[src/rtl/mem_arbiter.sv]
`default_nettype none
// ============================================================================
// Module   : mem_arbiter
// Purpose  : Two-port (fetch / load-store) arbiter in front of one
//            single-port memory. Data requests win by default; a pending
//            fetch is forced through after STARVE_LIMIT consecutive data
//            grants.
// Revision : 1.0  initial release
// ============================================================================
module mem_arbiter #(
  parameter int DATA_W       = 32,
  parameter int ADDR_W       = 32,
  parameter int STARVE_LIMIT = 3
) (
  input  logic              clk,
  input  logic              rst,
  // instruction fetch port
  input  logic              if_req,
  input  logic [ADDR_W-1:0] if_addr,
  output logic [DATA_W-1:0] if_rdata,
  output logic              if_ack,
  // load/store port
  input  logic              d_req,
  input  logic              d_we,
  input  logic [ADDR_W-1:0] d_addr,
  input  logic [DATA_W-1:0] d_wdata,
  output logic [DATA_W-1:0] d_rdata,
  output logic              d_ack,
  // memory side
  output logic              mem_req,
  output logic              mem_we,
  output logic [ADDR_W-1:0] mem_addr,
  output logic [DATA_W-1:0] mem_wdata,
  input  logic [DATA_W-1:0] mem_rdata,
  input  logic              mem_ready,
  output logic              busy
);

  localparam logic [1:0] c_idle       = 2'd0;
  localparam logic [1:0] c_busy       = 2'd1;
  localparam logic [1:0] c_resp       = 2'd2;
  localparam logic       c_own_data   = 1'b0;
  localparam logic       c_own_fetch  = 1'b1;
  localparam logic [3:0] c_starve_lim = 4'(STARVE_LIMIT);

  logic [1:0]        r_state;
  logic [1:0]        w_next_state;
  logic              r_owner;
  logic [3:0]        r_starve_cnt;
  logic              w_grant;
  logic              w_grant_fetch;
  logic              r_mem_we;
  logic [ADDR_W-1:0] r_mem_addr;
  logic [DATA_W-1:0] r_mem_wdata;
  logic [DATA_W-1:0] r_if_rdata;
  logic [DATA_W-1:0] r_d_rdata;

  // State register: reset abandons any in-flight transaction
  always_ff @(posedge clk) begin
    if (rst) r_state <= c_idle;
    else     r_state <= w_next_state;
  end

  // Next-state and grant decision; the fetch port only wins a tie once
  // the data port has used up its starvation allowance
  always_comb begin
    w_next_state  = r_state;
    w_grant       = 1'b0;
    w_grant_fetch = 1'b0;
    case (r_state)
      c_idle: begin
        if (d_req || if_req) begin
          w_grant       = 1'b1;
          w_grant_fetch = if_req && (!d_req || (r_starve_cnt == c_starve_lim));
          w_next_state  = c_busy;
        end
      end
      c_busy:  if (mem_ready) w_next_state = c_resp;
      c_resp:  w_next_state = c_idle;
      default: w_next_state = c_idle;
    endcase
  end

  // Outputs decoded from the current state and owner
  always_comb begin
    busy    = (r_state != c_idle);
    mem_req = (r_state == c_busy);
    if_ack  = (r_state == c_resp) && (r_owner == c_own_fetch);
    d_ack   = (r_state == c_resp) && (r_owner == c_own_data);
  end

  // Datapath: capture the granted request, track starvation, load read data
  always_ff @(posedge clk) begin
    if (rst) begin
      r_owner      <= c_own_data;
      r_starve_cnt <= 4'd0;
      r_mem_we     <= 1'b0;
      r_mem_addr   <= '0;
      r_mem_wdata  <= '0;
      r_if_rdata   <= '0;
      r_d_rdata    <= '0;
    end else begin
      if (w_grant) begin
        if (w_grant_fetch) begin
          r_owner      <= c_own_fetch;
          r_mem_we     <= 1'b0;
          r_mem_addr   <= if_addr;
          r_starve_cnt <= 4'd0;
        end else begin
          r_owner     <= c_own_data;
          r_mem_we    <= d_we;
          r_mem_addr  <= d_addr;
          r_mem_wdata <= d_wdata;
          if (if_req && (r_starve_cnt != c_starve_lim))
            r_starve_cnt <= r_starve_cnt + 4'd1;
        end
      end
      if ((r_state == c_busy) && mem_ready) begin
        if (r_owner == c_own_fetch) r_if_rdata <= mem_rdata;
        else if (!r_mem_we)         r_d_rdata  <= mem_rdata;
      end
    end
  end

  assign mem_we    = r_mem_we;
  assign mem_addr  = r_mem_addr;
  assign mem_wdata = r_mem_wdata;
  assign if_rdata  = r_if_rdata;
  assign d_rdata   = r_d_rdata;

endmodule
`default_nettype wire

[config.mk]
export PLATFORM = sky130hd
export DESIGN_NAME = mem_arbiter
export DESIGN_NICKNAME = d
export VERILOG_FILES = /design/src/rtl/mem_arbiter.sv
export SDC_FILE = /design/constraint.sdc
export NUM_CORES = 1
export LEC_CHECK = 0
export ABC_AREA = 1
export BUFFER_PORTS_ARGS = -buffer_cell sky130_fd_sc_hd__clkbuf_2
export CORE_MARGIN = 5
export CORE_UTILIZATION = 46
export CTS_CLUSTER_DIAMETER = 40
export DETAILED_ROUTE_END_ITERATION = 8
export GPL_TIMING_DRIVEN = 0
export PLACE_DENSITY = 0.8
export SKIP_LAST_GASP = 1
export SYNTH_ARGS = -nofsm -noshare
export SYNTH_HDL_FRONTEND = slang
export SYNTH_SLANG_ARGS = --single-unit
[constraint.sdc]
create_clock -name clk -period 1.5 [get_ports clk]
set_input_delay 0.3 -clock clk [delete_from_list [all_inputs] [get_ports clk]]
set_output_delay 0.3 -clock clk [all_outputs]
set_load 0.02 [all_outputs]
# == Yosys cells after proc, flatten, opt, wreduce, memory -nomap -nowiden ==
# Cells that the tools add are included.
# word_totals
reg_bits,136
in_bits,134
out_inout_bits,133
word_cells,46
# op_classes
addsub,1
eq_ne,6
mux,12
bitwise,3
reduce_logical,16
# ops
operator,count
32-bit 2-to-1 mux,1
4-bit 2-to-1 mux,2
2-bit AND reduction,4
1-bit 2-to-1 mux,6
1-bit logical AND,5
4-bit by 1-bit adder with 4-bit output (second input constant),1
4-bit by 2-bit == test with 1-bit output (second input constant),1
2-bit 2-to-1 mux,2
4-bit by 2-bit inequality test with 1-bit output (second input constant),1
2-bit case mux with 2 select lines,1
2-bit nonzero test,2
1-bit inverter,3
3-bit AND reduction,1
2-bit by 1-bit == test with 1-bit output (second input constant),1
2-bit == test (second input constant),1
2-bit logical NOT,1
1-bit logical OR,2
2-bit by 1-bit inequality test with 1-bit output (second input constant),1
2-bit inequality test (second input constant),1
1-bit logical NOT,1

# == Logic depth before layout (Yosys ltp) ==
# Gate-level depths: netlist (run 1).
# depth
word_depth,7
depth_mapped,9

# == Least setup slack after synthesis (run 1) ==
# OpenSTA, ideal clock, no wires.
# synth_path
kind,flip-flop to flip-flop
start,register r_state[1]
end,register r_mem_wdata[11] (netlist: mem_wdata[11])
setup_time_ps,132
arrival_time_ps,1139
setup_slack_ps,229
path_stages_with_launch,9
period_less_slack_ps,1271
path_cell_list,dfxtp_1 > inv_2 > nand2_4 > nor2_8 > nand2_8 > buf_6 > buf_6 > nand3_1 > a21oi_1
# synth_via
elab_chain_cells,4
word_cells_on_any_way,5
# synth_lines
element,line,text
"start, declared",46,logic [1:0] r_state;
"start signal, assigned",60,if (rst) r_state <= c_idle;
"start signal, assigned",61,else r_state <= w_next_state;
2-bit logical NOT (*),70,case (r_state)
1-bit 2-to-1 mux,70,
1-bit inverter (no source line),-,
2-bit AND reduction (no source line) (*),-,
"end signal, assigned",113,r_mem_wdata <= d_wdata;
"end, declared",54,logic [DATA_W-1:0] r_mem_wdata;
# Mark *: on every way between the ends. The rest lies on a longest branch, timed or not.
# A chain may end at the register's enable or synchronous reset.

# == Worst setup path in the final report (run 1) ==
# layout_path
start,register r_state[0]
end,output mem_req
# layout_via
elab_chain_cells,1
# layout_lines
element,line,text
2-bit by 1-bit == test with 1-bit output,87,mem_req = (r_state == c_busy);
"end, declared",30,"output logic mem_req,"
# No other way between the ends.

==> results.yml, run 1 <==
layout:
  drive_gt1_frac: 0.3534
  stdcell_area_um2: 7687
  antennaDiodeCount: 0
  synthToLayoutAreaGrowth_pct: 40.76
  fin_nets: 1136
detailed_routing:
  drt-total-wl_um: 17370
  antenna_left: 0
  wl_per_cell_um: 15.02
  drtIter0Drc: 498
  drc: 0
  vias: 5825
  drt_first_pass_iters: 5
  via_per_inst: 5.039
timing:
  holdWs_ns: 0.1400
  maxSlewViolCount: 0
  slew_headroom: 0.6459
  finalClockSkew_ns: 0.006715
  fin_crit_sh: 1.002
  setup_viol: 1
  finalHoldViolCount: 0
  setup_tns_ns: -0.003498
  fin_crit_ns: 1.503
  rsz0062_at_grt: "true"
  setup_ws_ns: -0.003498
  worst_pin_slew_ns: 0.5312
  fmax_ghz: 0.6651
pwr:
  power.internal_mw: 7.470
  clkPwrFrac: 0.438
  pwr_density_cell_nw_per_um2: 1339
  p_sw_frac: 0.2744
  power_leakage_nw: 3.653
  ir_drop_uv: 1068
  switchingPower_mw: 2.824
  power_frac_comb: 0.173
  seqPwrFrac: 0.389
clocking:
  path_clk_slew_ns: 0.06
  cts.sink_count: 136
  cts.htree.levels: 4
  cts_hold_buf: 0
  cts-buffers-inserted: 17
  cts-root-buf: "clkbuf_16"
  clock_latency_ns: 0.41
  clockBufferDepth: 2
  cts_tree: "yes"
grt:
  grt_max_degree: 17
  track_usage: 0.2426
  grt_pass1_vias: 5575
  grt_pass1_wl_um: 27780
  globalRouteOverflowTotal: 0
  antenna_found_initial: 0
synth:
  syn-instance-count: 718
  syn_area_um2: 5461
  synth_edf_count: 0
  synth_seq_area_share: 0.4985
  syn-num-nets: 853
  ys_ff_latch: 136
  ys_warn_count: 0
  syn_avg_cell_area_um2: 7.607
  ys_types: 27
  yosys_most_used_dff: "dfxtp_1"
  async_reset_ff_frac: 0
floorplanning:
  die-width_um: 119.0
  die_h_um: 119.0
  initial_core_util: 0.4743
  placementRows: 39
  core_area_um2: 11520
  io_pins: 267
  floorplan.die_area_um2: 14150
setup_path:
  crit_chain: "inv_4 > nor2_4 > buf_8"
  crit_path_max_incr_delay_ns: 0.36
  cp.buffers_inverters: 2
  worst-path-max-fanout: 4
  cp.required_ns: 1.20
  endpoint_kind: "primary output"
  cp.arrival_ns: 1.20
  crit_type: "reg -> out"
  slowest_stage: "dfxtp_2"
  cp_top_family: "flip-flops"
  cp-start-kind: "flop"
placement:
  portBuffers: 265
  dpl.hpwl_um: 13060
  place_area_um2: 6967
  routabilityCongestion: 0.9016
worst_hold_path:
  hp-class: "in -> reg"
run_status:
  status: "complete, but fails checks"
  failed_checks: "setup timing"
run:
  drv_cap: 0
-- kinds of logic after synthesis --
family / after synthesis / synth area share
AND/OR/NAND/NOR: 287 / 0.2348
buffers and inverters: 126 / 0.1063
adder cells (fa/ha/maj): 1 / 0.002291
AO/OA/AOI/OAI: 167 / 0.1565
XOR/XNOR: 1 / 0.001604
flip-flops: 136 / 0.4985
-- registers in the layout (all words and copies together) (netlist names) --
| signal | flops |
|---|---|
| mem_we | 1 |
| r_owner | 1 |
| if_rdata | 32 |
| r_starve_cnt | 4 |
| mem_wdata | 32 |
| mem_addr | 32 |
| r_state | 2 |
| d_rdata | 32 |
-- power groups by stage --
| stage | Clock [mW] | Combinational (mW) | Sequential (mW) |
|---|---|---|---|
| 6_report | 4.51 | 1.78 | 4.01 |
| 5_1_grt | 4.72 | 1.96 | 4.03 |
| 4_1_cts | 4.57 | 1.76 | 4.00 |
| 3_5_place_dp | 0 | 1.74 | 4.07 |
| 3_3_place_gp | 0 | 1.73 | 4.07 |
| 2_1_floorplan | 0 | 0.802 | 4.35 |
-- tightest hold or removal path: stages --
cell and delay (ns):
clkbuf_2 0.08, nand3_1 0.07, a21oi_1 0.06
-- cell usage after synthesis, types with 2 or more instances --
master,n,area share
clkbuf_1,22,0.015
buf_4,3,0.0041
a21oi_1,97,0.089
clkinv_1,7,0.0048
dfxtp_1,136,0.50
a21oi_2,5,0.0080
nand3_1,100,0.092
o21ai_0,65,0.060
nor2_4,2,0.0041
inv_1,62,0.043
buf_2,17,0.016
nand2_4,2,0.0041
nor2_1,69,0.047
nand2_1,106,0.073
inv_2,4,0.0027
buf_6,10,0.021
-- cell type report --
class / count / area [µm²]
clock buffers: 19 / 432.9
multi-input cells: 456 / 2201
clock inverters: 12 / 201.4
well taps: 143 / 178.9
repair buffers: 265 / 1344
fillers: 1005 / 3829
flip-flops and latches: 136 / 2729
plain buffers: 52 / 324.1
inverters: 73 / 276.5
-- cells in the final DEF, fill, tap and decap left out, types with 2 or more instances in the layout --
cell and count:
clkinvlp_4 2, clkbuf_2 266, a21oi_1 95, nor2_4 2
nor2_1 69, clkbuf_4 5, buf_4 7, nand2_1 105
clkinv_2 2, buf_8 2, o21ai_0 61, clkinv_4 3
inv_2 3, clkbuf_16 17, nand3_4 2, o21ai_1 4
nand2_4 3, clkinv_1 7, buf_2 14, nand3_1 99
a21oi_2 7, dfxtp_1 133, bufinv_16 5, buf_6 8
dfxtp_2 2, clkbuf_1 16, inv_1 62
-- worst paths after layout --
check | startpoint | endpoint | slack, ns | depth (start not counted)
worst max-delay path | r_state[0]$_SDFFE_PP0P_ | mem_req | -0.003 | 3
worst min-delay path | d_addr[15] | mem_addr[15]$_SDFFE_PP0P_ | 0.14 | 3
worst max register to register | r_state[1]$_SDFFE_PP0P_ | mem_we$_SDFFE_PP0P_ | 0.10 | 7
worst min register to register | if_rdata[1]$_SDFFE_PP0P_ | if_rdata[1]$_SDFFE_PP0P_ | 0.44 | 2
-- what timing repair did --
item | 4_1_cts | 5_1_grt
setup endpoints to repair | 7 | 119
pin swaps | 0 | 1
setup buffers | 0 | 0
gates cloned | 0 | 0
hold endpoints to repair | 0 | 0
resized for setup | 10 | 43
-- layer usage --
| layer | vias to the layer above | wire length (µm) | GRT usage |
|---|---|---|---|
| met5 | - | 0 | 0 |
| met4 | 0 | 605 | 0.1122 |
| met3 | 44 | 1675 | 0.09052 |
| met2 | 282 | 8110 | 0.3879 |
| met1 | 2594 | 6977 | 0.2906 |
| li1 | 2905 | - | - |
-- metrics by stage --
stage               setup WS [ns]  instances  power, mW  utilization
finish                  -0.003498       1156      10.29       0.6675
global route             -0.07472       1156      10.71       0.6675
CTS                     -0.008499       1157      10.33       0.6626
detailed placement        -0.3268       1126      5.818       0.6050
global placement          -0.3287       1126      5.798       0.6050
floorplan                  0.2287        718      5.154            -
(Power assumes the default switching activity.)
==> inputs of run 2 (changes only) <==
--- a/config.mk
+++ b/config.mk
@@ -5,14 +5,14 @@
 export SDC_FILE = /design/constraint.sdc
 export NUM_CORES = 1
 export LEC_CHECK = 0
-export ABC_AREA = 1
 export BUFFER_PORTS_ARGS = -buffer_cell sky130_fd_sc_hd__clkbuf_2
+export CAP_MARGIN = 10
 export CORE_MARGIN = 5
-export CORE_UTILIZATION = 46
+export CORE_UTILIZATION = 49
 export CTS_CLUSTER_DIAMETER = 40
 export DETAILED_ROUTE_END_ITERATION = 8
 export GPL_TIMING_DRIVEN = 0
-export PLACE_DENSITY = 0.8
+export PLACE_DENSITY = 0.85
 export SKIP_LAST_GASP = 1
 export SYNTH_ARGS = -nofsm -noshare
 export SYNTH_HDL_FRONTEND = slang
==> constraint.sdc (replaced) <==
create_clock -name clk -period 1.8 [get_ports clk]
set_input_delay 0.36 -clock clk [delete_from_list [all_inputs] [get_ports clk]]
set_output_delay 0.36 -clock clk [all_outputs]
set_load 0.02 [all_outputs]
==> run 2 against run 1 <==
Net effect: critical path type unchanged; combinational power is 39% lower; worst hold slack worse by 0.071 ns; die area is 8.4% lower; the run now ends clean; final area is 2.7% lower; sequential power is 19% lower; critical endpoint is now busy; largest power group unchanged.
==> results.yml, run 2 <==
synth:
  yosysMostFrequentCell: "dfxtp_1"
  syn-num-nets: 732
  yosys.area.top_type: "dfxtp_1"
  syn_area_um2: 5283
  synth_edf_count: 0
  synth_area_leaders: "dfxtp_1, a21oi_1, nand3_1, o21ai_0, nor3b_1"
  ys_types: 35
  synth_common_cells: "dfxtp_1, a21oi_1, nand2_1, nand3_1, o21ai_0"
  ys_warn_count: 0
  ys_ff_latch: 136
  async_reset_ff_frac: 0
  synth_top_area_frac: 0.5154
  synth_seq_area_share: 0.5154
  yosys_most_used_dff: "dfxtp_1"
  syn_avg_cell_area_um2: 8.849
  syn-instance-count: 597
setup_path:
  cp.required_ns: 1.44
  cp.arrival_ns: 1.42
  cp-start-kind: "flop"
  reg2regPathDepth: 5
  worst-path-max-fanout: 10
  regToRegEndpoint: "mem_addr[8]$_SDFFE_PP0P_"
  regToRegSetupSlack_ns: 0.07
  endpoint_kind: "primary output"
  crit_type: "reg -> out"
  r2r-start: "r_state[1]$_SDFFE_PP0P_"
timing:
  setup_viol: 0
  worst_pin_slew_ns: 0.5727
  fmax_ghz: 0.5628
  fin_crit_sh: 0.9872
  maxSlewViolCount: 0
  finalHoldViolCount: 0
  rsz0062_at_grt: "true"
  slew_headroom: 0.6182
  setup_tns_ns: 0
  fin_crit_ns: 1.777
  finalClockSkew_ns: 0.007125
floorplanning:
  die_h_um: 113.8
  floorplan.die_area_um2: 12960
  io_pins: 267
  die-width_um: 113.8
  core_area_um2: 10700
  placementRows: 38
  initial_core_util: 0.4938
layout:
  final_common_cell: "clkbuf_2"
  final_cells: 1035
  nFillCells: 858
  multiInputGateArea_um2: 2306
  final_cell_mix: "clkbuf_2, dfxtp_1, a21oi_1"
  drive_gt1_frac: 0.3944
  fin_nets: 1017
  synthToLayoutAreaGrowth_pct: 41.54
  antennaDiodeCount: 0
  seqCellArea_um2: 2726
pwr:
  ir_drop_uv: 915.5
  power_leakage_nw: 3.265
  total_power_mw: 7.820
  pwr_density_cell_nw_per_um2: 1046
detailed_routing:
  antenna_left: 0
  via_per_inst: 5.470
  drt_first_pass_iters: 5
  drtIter0Drc: 329
  top_layer_used: "met4"
  drc: 0
  met3_length_um: 1727
  drt-total-wl_um: 17190
  drt-met1-wl_um: 6503
  wl_per_cell_um: 16.61
  wl_met2_um: 8472
  vias: 5661
clocking:
  cts.htree.levels: 4
  cts_tree: "yes"
  path_clk_slew_ns: 0.06
  cts_hold_buf: 0
  cts-root-buf: "clkbuf_8"
  cts-buffers-inserted: 17
  clockBufferDepth: 2
  clock_latency_ns: 0.52
  cts.sink_count: 136
grt:
  grt_pass1_wl_um: 27130
  grt_pass1_vias: 5578
  antenna_found_initial: 0
  track_usage: 0.2590
  globalRouteOverflowTotal: 0
  grt_max_degree: 17
worst_hold_path:
  min_delay_worst_endpoint: "mem_wdata[3]$_SDFFE_PP0P_"
  hp-start: "d_wdata[3]"
  whs_path_depth: 3
  hp-class: "in -> reg"
run_status:
  status: "finished clean"
placement:
  routabilityCongestion: 0.8708
  place_inst: 1001
  dpl.hpwl_um: 12750
  portBuffers: 264
run:
  drv_cap: 0
run 2: cell types whose count changed after synthesis, moves of 4 or more:
cell	previous run	this run
inv_2	4	0
nor2_1	69	3
a21oi_2	5	0
nor3b_1	0	34
nand3_1	100	66
clkbuf_1	22	46
inv_1	62	2
buf_2	17	12
a221o_2	0	13
clkinv_1	7	0
a21oi_1	97	101
buf_6	10	4
nand2_1	106	66
a221o_1	0	19
run 2: repair_timing:
| item | in CTS | in global routing |
|---|---|---|
| pin swaps | 1 | 0 |
| gates resized for setup | 16 | 32 |
| setup endpoints to repair | 36 | 98 |
| buffers inserted | 2 | 0 |
run 2: layout make-up:
cell class,instances,share of cell area
Sequential cell,136,0.3646
Multi-Input combinational cell,396,0.3084
Timing Repair Buffer,266,0.1811
Clock buffer,19,0.05639
Buffer,63,0.04234
Tap cell,140,0.02343
Clock inverter,13,0.02276
Inverter,2,0.001004
run 2: cells by family (layout without fill, tap and decap cells):
family	after synthesis	count (layout)	synth area share
buffers and inverters	65	363	0.05471
AND/OR/NAND/NOR	190	190	0.1933
AO/OA/AOI/OAI	205	205	0.2342
flip-flops	136	136	0.5154
adder cells (fa/ha/maj)	1	1	0.002368
run 2: worst max path at each step:
stage	from	to	slack, ns	cells after the start
2_1_floorplan	r_starve_cnt[0]$_SDFFE_PP0P_	mem_addr[21]$_SDFFE_PP0P_	0.12	5
3_3_place_gp	r_starve_cnt[0]$_SDFFE_PP0P_	mem_addr[23]$_SDFFE_PP0P_	-0.15	6
3_5_place_dp	r_starve_cnt[0]$_SDFFE_PP0P_	mem_addr[23]$_SDFFE_PP0P_	-0.17	6
4_1_cts	r_state[1]$_SDFFE_PP0P_	busy	0.008	3
5_1_grt	r_state[1]$_SDFFE_PP0P_	busy	-0.02	3
6_report	r_state[1]$_SDFFE_PP0P_	busy	0.02	3
run 2: routing by layer:
layer  up-vias  track usage
met5         -            0
met4         0       0.1077
met3        40      0.09284
met2       249       0.4492
met1      2650       0.2877
li1       2722            -
run 2: power breakdown:
group	switching, mW	internal [mW]	total [mW]
sequential	0.0884	3.18	3.26
combinational	0.660	0.427	1.09
clock	1.34	2.13	3.47
total	2.09	5.73	7.82
run 2: critical path, stage by stage (launching register included):
cell and delay [ns]:
dfxtp_2 0.33, buf_6 0.14, or2_4 0.27, clkbuf_8 0.16
run 2: per-stage QoR:
stage / util / instance area [µm²] / setup WS [ns] / hold WS, ns
CTS: 0.6943 / 7427 / 0.007828 / 0.05840
detailed placement: 0.6337 / 6779 / -0.1737 / 0.4489
global placement: 0.6337 / 6779 / -0.1535 / 0.4414
finish: 0.6989 / 7477 / 0.02305 / 0.06856
global route: 0.6989 / 7477 / -0.02269 / 0.05240
floorplan: - / 5283 / 0.1195 / 0.4536
==> inputs of run 3 (changes only) <==
==> config.mk (replaced) <==
export PLATFORM = sky130hd
export DESIGN_NAME = mem_arbiter
export DESIGN_NICKNAME = d
export VERILOG_FILES = /design/src/rtl/mem_arbiter.sv
export SDC_FILE = /design/constraint.sdc
export NUM_CORES = 1
export LEC_CHECK = 0
export CAP_MARGIN = 10
export CORE_MARGIN = 5
export CORE_UTILIZATION = 54
export CTS_CLUSTER_DIAMETER = 40
export DETAILED_ROUTE_END_ITERATION = 8
export DONT_BUFFER_PORTS = 1
export GPL_TIMING_DRIVEN = 0
export PLACE_DENSITY = 0.69
export SKIP_LAST_GASP = 1
export SYNTH_ARGS = -nofsm -noshare
export SYNTH_HDL_FRONTEND = slang
export SYNTH_SLANG_ARGS = --single-unit
==> run 3 against run 2 <==
Net effect: sequential share of layout area grew 1.8 points; setup slack gained 0.0019 ns; die area shrank 8.5%; combinational power shrank 30%; sequential power grew 7.4%; global-route usage grew 2.6 points; highest routed layer unchanged.
==> results.yml, run 3 (same netlist as run 2, synthesis figures left out) <==
clocking:
  cts.htree.levels: 4
  cts.sink_count: 136
  cts-buffers-inserted: 17
  clockBufferDepth: 2
  cts_tree: "yes"
  clock_latency_ns: 0.51
  cts-root-buf: "clkbuf_8"
  path_clk_slew_ns: 0.06
pwr:
  power.internal_mw: 5.789
  p_sw_frac: 0.2561
  seqPwrFrac: 0.449
  clkPwrFrac: 0.453
  power_frac_comb: 0.098
  ir_drop_uv: 661.5
  pwr_density_cell_nw_per_um2: 1093
  switchingPower_mw: 1.994
  power_leakage_nw: 2.525
grt:
  track_usage: 0.2854
  grt_pass1_wl_um: 26580
  globalRouteOverflowTotal: 0
  grt_max_degree: 17
  antenna_found_initial: 0
  grt_pass1_vias: 5228
layout:
  nFillCells: 703
  multiInputGateArea_um2: 2317
  synthToLayoutAreaGrowth_pct: 34.77
  final_cells: 859
  final_cell_mix: "dfxtp_1, a21oi_1, dlygate4sd3_1"
  seqCellArea_um2: 2725
  stdcell_area_um2: 7119
  drive_gt1_frac: 0.1297
  final_common_cell: "dfxtp_1"
  fin_nets: 847
floorplanning:
  die_h_um: 108.9
  core_area_um2: 9639
  floorplan.die_area_um2: 11860
  io_pins: 267
  initial_core_util: 0.5480
  placementRows: 36
  die-width_um: 108.9
placement:
  dpl.hpwl_um: 11650
  portBuffers: 0
  place_inst: 730
  routabilityCongestion: 0.7830
  place_area_um2: 5449
run:
  drv_cap: 0
timing:
  setup_tns_ns: 0
  rsz0062_at_grt: "true"
  setup_viol: 0
  finalClockSkew_ns: 0.006178
  fmax_ghz: 0.5634
  holdWs_ns: 0.01774
  worst_pin_slew_ns: 0.5318
  fin_crit_ns: 1.775
  slew_headroom: 0.6454
  maxSlewViolCount: 0
  fin_crit_sh: 0.9862
  finalHoldViolCount: 0
detailed_routing:
  antenna_left: 0
  via_per_inst: 6.010
  drt-total-wl_um: 17580
  vias: 5163
  wl_per_cell_um: 20.47
  drt_first_pass_iters: 5
  drtIter0Drc: 447
  drc: 0
worst_hold_path:
  hp-class: "in -> reg"
setup_path:
  cp-start-kind: "flop"
  cp.required_ns: 1.44
  crit_type: "reg -> out"
  cp.arrival_ns: 1.42
  worst-path-max-fanout: 10
  endpoint_kind: "primary output"
run_status:
  status: "finished clean"
==> run 3: changes by cell type in the layout (fill, tap and decap cells not counted), moves of 2 or more <==
| cell | delta |
|---|---|
| clkbuf_2 | -256 |
| inv_6 | -3 |
| dlygate4sd3_1 | +96 |
| buf_4 | -2 |
| clkbuf_1 | -7 |
| clkbuf_8 | +3 |
==> run 3: timing repair <==
item / in CTS / in global routing
resized for setup: 8 / 44
endpoints found under the setup margin: 35 / 114
pin swaps: 1 / 1
setup buffers: 1 / 0
endpoints found under the hold margin: 127 / 1
hold buffers: 95 / 1
==> run 3: metrics by stage <==
step	worst slack, ns	power, mW	utilization
after floorplan	0.1195	3.927	-
after global placement	-0.1051	4.067	0.5653
after detailed placement	-0.1289	4.089	0.5653
after CTS	-0.05069	7.776	0.7308
after global routing	-0.06232	8.023	0.7383
final	0.02493	7.783	0.7386
==> run 3: layout make-up <==
class	instances	area share
clock inverters	11	0.02039
repair buffers	97	0.1366
multi-input cells	396	0.3255
diodes	1	0.0003515
clock buffers	21	0.06591
flip-flops and latches	136	0.3828
well taps	133	0.02337
inverters	2	0.001054
plain buffers	62	0.04411
==> run 3: metal layers <==
layer / share of wire / GRT usage / wire (µm)
met1: 0.36 / 0.3000 / 6333
met2: 0.50 / 0.4912 / 8738
met3: 0.11 / 0.1196 / 1951
met4: 0.032 / 0.1371 / 558
met5: 0 / 0 / 0
==> run 3: critical path, cell delays in order (launching register included) <==
cell and delay (ns):
dfxtp_1 0.36, buf_4 0.19, nor2b_2 0.35
==> run 3: path summary, 6_finish.rpt <==
kind | start | end | slack, ns | cells past startpoint
max | r_state[0]$_SDFFE_PP0P_ | mem_req | 0.02 | 2
max reg2reg | r_state[0]$_SDFFE_PP0P_ | mem_addr[15]$_SDFFE_PP0P_ | 0.06 | 5
min | if_addr[27] | mem_addr[27]$_SDFFE_PP0P_ | 0.02 | 1
min reg2reg | r_starve_cnt[1]$_SDFFE_PP0P_ | r_starve_cnt[1]$_SDFFE_PP0P_ | 0.51 | 2
==> run 3: power by group through the flow <==
stage	sequential, mW	combinational, mW	clock, mW
finish	3.50	0.759	3.53
global route	3.51	0.830	3.68
CTS	3.49	0.728	3.56
detailed placement	3.55	0.535	0
global placement	3.55	0.516	0
floorplan	3.50	0.422	0
